==> config.mk <==
export PLATFORM = sky130hd
export DESIGN_NAME = dsg_multichannel
export DESIGN_NICKNAME = d
export VERILOG_FILES = /design/src/rtl/dsg_pkg.sv /design/src/rtl/digital_signal_generate.sv /design/src/rtl/dsg_multichannel.sv
export SDC_FILE = /design/constraint.sdc
export NUM_CORES = 2
export LEC_CHECK = 0
export ABC_AREA = 1
export CAP_MARGIN = 20
export CORE_MARGIN = 2
export CORE_UTILIZATION = 55
export CTS_BUF_LIST = sky130_fd_sc_hd__clkbuf_4 sky130_fd_sc_hd__clkbuf_8
export DETAILED_ROUTE_END_ITERATION = 10
export DONT_BUFFER_PORTS = 1
export MAX_ROUTING_LAYER = met4
export PLACE_DENSITY = 0.73
export SYNTH_ARGS = -nofsm -noshare
export SYNTH_HDL_FRONTEND = slang
export SYNTH_HIERARCHICAL = 1
export SYNTH_SLANG_ARGS = --single-unit
==> constraint.sdc <==
create_clock -name clk -period 2.15 [get_ports clk]
set_clock_uncertainty 0.05 [all_clocks]
set_input_delay 0.215 -clock clk [delete_from_list [all_inputs] [get_ports clk]]
set_output_delay 0.215 -clock clk [all_outputs]
set_load 0.03 [all_outputs]
==> src/rtl/dsg_pkg.sv <==
// Shared types and widths for the multichannel signal generator and its
// measurement-side counterpart.
package dsg_pkg;
  localparam int TIME_W_DEFAULT = 16;

  typedef enum logic [1:0] {
    IDLE,
    HIGH,
    LOW
  } dsg_state_t;
endpackage

==> src/rtl/digital_signal_generate.sv <==
// One generator channel: square wave with latched high/low durations,
// repeated for a programmed number of periods or continuously.
module digital_signal_generate
  import dsg_pkg::*;
#(
  parameter int TIME_W = TIME_W_DEFAULT
) (
  input  logic              clk,
  input  logic              rst_n,
  input  logic              gen_start,
  input  logic              gen_stop,
  input  logic [TIME_W-1:0] high_time,
  input  logic [TIME_W-1:0] low_time,
  input  logic [TIME_W-1:0] pulse_count,
  output logic              gen_pin,
  output logic              gen_busy,
  output logic              gen_done
);
  localparam logic [TIME_W-1:0] ONE = TIME_W'(1);

  dsg_state_t        state;
  logic [TIME_W-1:0] h_lat;
  logic [TIME_W-1:0] l_lat;
  logic [TIME_W-1:0] n_lat;
  logic [TIME_W-1:0] phase_cnt;
  logic [TIME_W-1:0] period_cnt;
  logic              start_ok;
  logic              last_period;

  assign start_ok = gen_start && !gen_stop && (high_time != '0) && (low_time != '0);
  // Comparing against N-1 before incrementing keeps N=65535 free of wrap issues.
  assign last_period = (n_lat != '0) && (period_cnt == n_lat - ONE);

  always_ff @(posedge clk) begin
    if (!rst_n) begin
      state      <= IDLE;
      h_lat      <= '0;
      l_lat      <= '0;
      n_lat      <= '0;
      phase_cnt  <= '0;
      period_cnt <= '0;
      gen_pin    <= 1'b0;
      gen_busy   <= 1'b0;
      gen_done   <= 1'b0;
    end else begin
      gen_done <= 1'b0;
      case (state)
        IDLE: begin
          if (start_ok) begin
            h_lat      <= high_time;
            l_lat      <= low_time;
            n_lat      <= pulse_count;
            phase_cnt  <= high_time - ONE;
            period_cnt <= '0;
            state      <= HIGH;
            gen_pin    <= 1'b1;
            gen_busy   <= 1'b1;
          end
        end
        HIGH: begin
          if (gen_stop) begin
            state    <= IDLE;
            gen_pin  <= 1'b0;
            gen_busy <= 1'b0;
          end else if (phase_cnt == '0) begin
            state     <= LOW;
            phase_cnt <= l_lat - ONE;
            gen_pin   <= 1'b0;
          end else begin
            phase_cnt <= phase_cnt - ONE;
          end
        end
        LOW: begin
          if (gen_stop) begin
            state    <= IDLE;
            gen_pin  <= 1'b0;
            gen_busy <= 1'b0;
          end else if (phase_cnt == '0) begin
            if (last_period) begin
              state    <= IDLE;
              gen_busy <= 1'b0;
              gen_done <= 1'b1;
            end else begin
              state      <= HIGH;
              phase_cnt  <= h_lat - ONE;
              period_cnt <= period_cnt + ONE;
              gen_pin    <= 1'b1;
            end
          end else begin
            phase_cnt <= phase_cnt - ONE;
          end
        end
        default: begin
          state    <= IDLE;
          gen_pin  <= 1'b0;
          gen_busy <= 1'b0;
        end
      endcase
    end
  end
endmodule

==> src/rtl/dsg_multichannel.sv <==
// Array of independent square-wave generator channels with packed
// per-channel timing fields.
module dsg_multichannel
  import dsg_pkg::*;
#(
  parameter int NUM_CHANNELS = 8,
  parameter int TIME_W       = TIME_W_DEFAULT
) (
  input  logic                           clk,
  input  logic                           rst_n,
  input  logic [NUM_CHANNELS-1:0]        gen_start,
  input  logic [NUM_CHANNELS-1:0]        gen_stop,
  input  logic [NUM_CHANNELS*TIME_W-1:0] high_time,
  input  logic [NUM_CHANNELS*TIME_W-1:0] low_time,
  input  logic [NUM_CHANNELS*TIME_W-1:0] pulse_count,
  output logic [NUM_CHANNELS-1:0]        gen_pin,
  output logic [NUM_CHANNELS-1:0]        gen_busy,
  output logic [NUM_CHANNELS-1:0]        gen_done
);
  for (genvar ch = 0; ch < NUM_CHANNELS; ch++) begin : g_ch
    digital_signal_generate #(
      .TIME_W(TIME_W)
    ) u_gen (
      .clk        (clk),
      .rst_n      (rst_n),
      .gen_start  (gen_start[ch]),
      .gen_stop   (gen_stop[ch]),
      .high_time  (high_time[ch*TIME_W +: TIME_W]),
      .low_time   (low_time[ch*TIME_W +: TIME_W]),
      .pulse_count(pulse_count[ch*TIME_W +: TIME_W]),
      .gen_pin    (gen_pin[ch]),
      .gen_busy   (gen_busy[ch]),
      .gen_done   (gen_done[ch])
    );
  end
endmodule

==> results.txt <==
- Result of the run: complete, but fails checks
- Violated checks: negative hold slack, negative setup slack
* Combinational family with the most area after synthesis: simple AND/OR/NAND/NOR gates
- Drc violations: 0
* Worst setup EP type: flop
- Final worst path period share: 1.14
* Synth Area in Adders: 0.0231
- Yosys mapped a number of flops with a built-in enable equal to 0.
- Root Buffer Master: sky130_fd_sc_hd__clkbuf_8
* Hold Path Depth: 2
* Share of the synthesized netlist area taken by xor and xnor gates: 0.0823
- The clock passes through at most 3 buffers.
* Largest voltage drop on the vdd net: 0.927 mV
- Top-area cell type share of the netlist area: 0.279
* Top post-synthesis cells by area: sky130_fd_sc_hd__dfxtp_1 (28%), sky130_fd_sc_hd__nand2_1 (12%), sky130_fd_sc_hd__nor2_1 (10%)
* Unrepaired setup endpoints after global routing: yes
* Global-route congestion overflow total: 0
* Global-route wire length before repair: 277,000 µm
* Clock Sinks: 680
* Post-synth top area cell: sky130_fd_sc_hd__dfxtp_1
- The multi-input combinational cells in the finished layout cover a total of 0.0343 mm².
- Final weighted congestion in routability-driven placement: 0.998
- Counting every net in the synthesized netlist gives 8,361.
- Derived from the worst setup path, the maximum achievable clock frequency is 0.410 GHz.
- Clock-pin slew was measured on the worst setup and hold paths at 0.07 ns.
- Destination of the worst register-to-register timing path: g_ch[4].u_gen/phase_cnt[2]$_SDFFE_PN0P_
- Crit path required time: 2.75 ns
* Power density over the cells: 888 mW/mm²
- The number of different library cells used by synthesis comes to 54.
- The startpoint identified for the worst register-to-register timing path is g_ch[4].u_gen/n_lat[1]$_SDFFE_PN0P_.
* Final hold violation count: 358
* I/O Pins: 426
- The pre-antenna-repair detailed-routing pass consisted of 6 iterations.
- Count of H-tree levels built during CTS: 3
- Of the total synthesized cell area, the portion taken by AND, OR, NAND and NOR gates is 0.364.
* First DRT Iteration DRCs: 6,101
- Placement row count: 109
- Least-Margin Pin Slew: 1.18 ns
- In this design, the stage delay of the slowest critical-path cell is 0.33 ns.
* R2R Setup Slk: -0.29 ns
- TritonCTS built the clock tree.
- Largest net degree at the start of global routing: 498
* Final Net Count: 9,452
* Critical path startpoint category: flop
- Main flop type after synthesis: sky130_fd_sc_hd__dfxtp_1
- The worst setup path is of the flop to flop kind.
- After synthesis the cells add up to 0.0488 mm².
- FILL cells: 6,686
- Die boundary height: 302 µm
* Min-delay src: rst_n
- Relative to the synthesized area, the layout overhead comes to 37.4%.
* Number of synthesis warnings: 6
- The cell that appears most often on the critical path is sky130_fd_sc_hd__nand2_1.
* Sequential Area: 0.0137 mm²
- HP Class: input port to flop
* Area fraction in compound gates after synthesis: 0.157
* Crit-path cells: inv_2 > ha_4 > nand2_4 > nor2_4 > nand2_1 > nand2_1 > nand2_1 > nor2_1 > nand2_2 > nor2_4 > nand4_1 > nand2_2 > inv_4 > buf_12 > o21ai_1 > nor2_1
- Final slew viol count: 0
- The floorplan step set the die width to 302 µm.
- Counting tap cells, the placed design contains a total of 9,433 instances.
- Summed over all layers, the routed wires come to 185,000 µm.
- Hold timing on the final database bottoms out at a slack of -0.493 ns.
- For this run, the total global-route usage over all layers was measured as 0.381.
- Total of buffers placed on input and output ports: 0
- The finished layout holds 10,300 standard cells, fillers aside.
* Fraction of synthesized area in multiplexers: 0.00115
- Worst-case reg-to-reg path depth: 16
* Number of maximum-capacitance constraint violations: 0
- Vias in the first global route: 54,400
- Post-synthesis cell count: 7,869
* Detailed placer's ending HPWL: 122,000 µm
- CORE AREA: 0.0881 mm²
- Final critical-path required period: 2.44 ns
- Summed over all cells, the static leakage comes to 28.9 nW.
* Wire length per cell after detailed routing: 18.1 µm
- The number of clock buffers added by TritonCTS is 121.
* Post-detailed-route count of antenna-violating nets: 0
- Crit path max-delay cell type: sky130_fd_sc_hd__dfxtp_2
- Skew-Pair Late Insertion Delay: 0.83 ns
* Antenna violations before repair: 19
- After synthesis, the share of flip-flops with an asynchronous set or reset is 0.
- In this run the mean area of a mapped cell was 6.20 µm².
* Number of failing setup endpoints in the final timing report: 274
- After synthesis the netlist holds a flip-flop and latch count of 680.
- The share of the Yosys chip area taken by registers is 0.279.
* Number of vias in the routed layout: 59,000
- Measured against its own limit, the worst slew margin works out to 0.216.
* Hold worst-path end: g_ch[1].u_gen/h_lat[0]$_SDFFE_PN0P_
* Max Fanout on Critical Path: 11
- In the routed layout, each cell is associated on average with a via count of 5.75.
* Proportion of layout cells with a drive suffix above 1: 0.223
- The initial utilization of the core area, before any placement, comes to 0.553.
- Worst-case setup margin in the final layout: -0.291 ns
* Worst path arrival time: 3.04 ns
- Die footprint: 0.0910 mm²
-- per-layer routing --
metal	global-route usage	part of all wire	routed length, µm
met2	0.629	0.47	88100
met5	-	0	0
met3	0.0624	0.080	14800
met1	0.455	0.39	72500
met4	0.172	0.055	10100
-- stage by stage --
stage / power, W / instance area [µm²] / worst slack (ns) / setup TNS, ns / utilization
floorplan: 0.0313 / 48800 / 0.0346 / 0 / -
global placement: 0.0388 / 54300 / -0.260 / -21.48 / 0.617
detailed placement: 0.0390 / 54300 / -0.268 / -35.84 / 0.617
CTS: 0.0555 / 63100 / -0.141 / -8.96 / 0.717
global route: 0.0629 / 67000 / -0.365 / -58.15 / 0.760
finish: 0.0595 / 67000 / -0.291 / -26.29 / 0.761
-- flip-flops by register name (all words and copies together) (netlist names) --
| register | count |
|---|---|
| g_ch.u_gen/gen_busy | 8 |
| g_ch.u_gen/gen_pin | 8 |
| g_ch.u_gen/h_lat | 128 |
| g_ch.u_gen/l_lat | 128 |
| g_ch.u_gen/phase_cnt | 128 |
| g_ch.u_gen/state | 16 |
| g_ch.u_gen/n_lat | 128 |
| g_ch.u_gen/gen_done | 8 |
| g_ch.u_gen/period_cnt | 128 |
-- synthesized netlist by cell type, types with 12 or more instances --
master	count
sky130_fd_sc_hd__o21ai_1	37
sky130_fd_sc_hd__ha_1	90
sky130_fd_sc_hd__a21oi_1	603
sky130_fd_sc_hd__nor4_1	108
sky130_fd_sc_hd__a211oi_1	16
sky130_fd_sc_hd__o211ai_1	27
sky130_fd_sc_hd__nor3_1	133
sky130_fd_sc_hd__clkbuf_1	172
sky130_fd_sc_hd__buf_6	13
sky130_fd_sc_hd__a31oi_1	19
sky130_fd_sc_hd__nand2_4	18
sky130_fd_sc_hd__nor2_2	62
sky130_fd_sc_hd__nand2_1	1495
sky130_fd_sc_hd__nand2_2	57
sky130_fd_sc_hd__o21ai_0	693
sky130_fd_sc_hd__nand4_1	119
sky130_fd_sc_hd__nand3b_1	34
sky130_fd_sc_hd__nand3_2	15
sky130_fd_sc_hd__xor2_1	340
sky130_fd_sc_hd__xnor2_1	118
sky130_fd_sc_hd__nor2_1	1293
sky130_fd_sc_hd__or2_2	12
sky130_fd_sc_hd__dfxtp_1	680
sky130_fd_sc_hd__o22ai_1	29
sky130_fd_sc_hd__buf_2	67
sky130_fd_sc_hd__inv_2	27
sky130_fd_sc_hd__a21oi_2	14
sky130_fd_sc_hd__nand3_1	624
sky130_fd_sc_hd__inv_1	826
sky130_fd_sc_hd__nor2_4	28
-- logic make-up after synthesis --
group           Yosys count
simple gates           4029
compound gates         1467
buf+inv                1140
flops                   680
xor+xnor                458
fa+ha+maj                90
mux                       5
-- worst max-delay path by stage --
| stage | startpoint | slack, ns | endpoint |
|---|---|---|---|
| detailed placement | g_ch[4].u_gen/n_lat[0]$_SDFFE_PN0P_ | -0.27 | g_ch[4].u_gen/phase_cnt[2]$_SDFFE_PN0P_ |
| finish | g_ch[4].u_gen/n_lat[1]$_SDFFE_PN0P_ | -0.29 | g_ch[4].u_gen/phase_cnt[2]$_SDFFE_PN0P_ |
| global placement | g_ch[4].u_gen/n_lat[0]$_SDFFE_PN0P_ | -0.26 | g_ch[4].u_gen/phase_cnt[2]$_SDFFE_PN0P_ |
| floorplan | g_ch[5].u_gen/n_lat[0]$_SDFFE_PN0P_ | 0.03 | g_ch[5].u_gen/phase_cnt[2]$_SDFFE_PN0P_ |
| CTS | g_ch[4].u_gen/n_lat[0]$_SDFFE_PN0P_ | -0.14 | g_ch[4].u_gen/phase_cnt[2]$_SDFFE_PN0P_ |
| global route | g_ch[2].u_gen/n_lat[0]$_SDFFE_PN0P_ | -0.37 | g_ch[2].u_gen/phase_cnt[7]$_SDFFE_PN0P_ |
-- what timing repair did --
item / 4_1_cts / 5_1_grt
setup endpoints to repair: 264 / 440
setup buffers: 35 / 72
hold buffers: 420 / 24
gates resized for setup: 340 / 806
gates cloned: 15 / 24
endpoints found under the hold margin: 680 / 462
pin swaps: 119 / 273
-- cells in the final DEF (no fill, tap or decap), types with 45 or more instances in the layout --
| master | Yosys | layout |
|---|---|---|
| sky130_fd_sc_hd__nand4_1 | 119 | 119 |
| sky130_fd_sc_hd__a21oi_2 | 14 | 122 |
| sky130_fd_sc_hd__nand3_4 | 2 | 45 |
| sky130_fd_sc_hd__nor2_4 | 28 | 80 |
| sky130_fd_sc_hd__nor2_2 | 62 | 129 |
| sky130_fd_sc_hd__o21ai_0 | 693 | 620 |
| sky130_fd_sc_hd__nand2_4 | 18 | 77 |
| sky130_fd_sc_hd__ha_1 | 90 | 69 |
| sky130_fd_sc_hd__nand3_2 | 15 | 94 |
| sky130_fd_sc_hd__nor2_1 | 1293 | 1174 |
| sky130_fd_sc_hd__clkbuf_8 | 0 | 156 |
| sky130_fd_sc_hd__nor4_1 | 108 | 98 |
| sky130_fd_sc_hd__inv_1 | 826 | 777 |
| sky130_fd_sc_hd__inv_2 | 27 | 66 |
| sky130_fd_sc_hd__nor3_1 | 133 | 113 |
| sky130_fd_sc_hd__xnor2_1 | 118 | 117 |
| sky130_fd_sc_hd__nand2_1 | 1495 | 1297 |
| sky130_fd_sc_hd__buf_6 | 13 | 46 |
| sky130_fd_sc_hd__xor2_1 | 340 | 335 |
| sky130_fd_sc_hd__dfxtp_1 | 680 | 649 |
| sky130_fd_sc_hd__a21oi_1 | 603 | 495 |
| sky130_fd_sc_hd__nand2_2 | 57 | 183 |
| sky130_fd_sc_hd__dlygate4sd3_1 | 0 | 430 |
| sky130_fd_sc_hd__nand3_1 | 624 | 502 |
| sky130_fd_sc_hd__buf_4 | 5 | 684 |
| sky130_fd_sc_hd__o21ai_1 | 37 | 77 |
-- worst max-delay path: cells and delay by family (launching register included) --
family	cells	cell delay (ns)
AND/OR/NAND/NOR	11	1.30
flip-flops	1	0.33
adder cells (fa/ha/maj)	1	0.17
AO/OA/AOI/OAI	1	0.13
buffers and inverters	3	0.30
-- where the power goes --
group	internal (W)	total, W	switching (W)
clock network	0.00797	0.0140	0.00603
logic	0.0118	0.0294	0.0175
registers	0.0142	0.0161	0.00187
-- layout make-up --
class / instances / area share
sequential: 680 / 0.204
antenna: 32 / 0.00120
timing repair inverter: 2 / 0.000299
inverter: 864 / 0.0493
timing repair buffer: 1234 / 0.170
clock buffer: 184 / 0.0352
tap: 1165 / 0.0218
multi-input combinational: 6057 / 0.512
clock inverter: 43 / 0.00652
No activity file was read; power rests on OpenSTA's default activity.
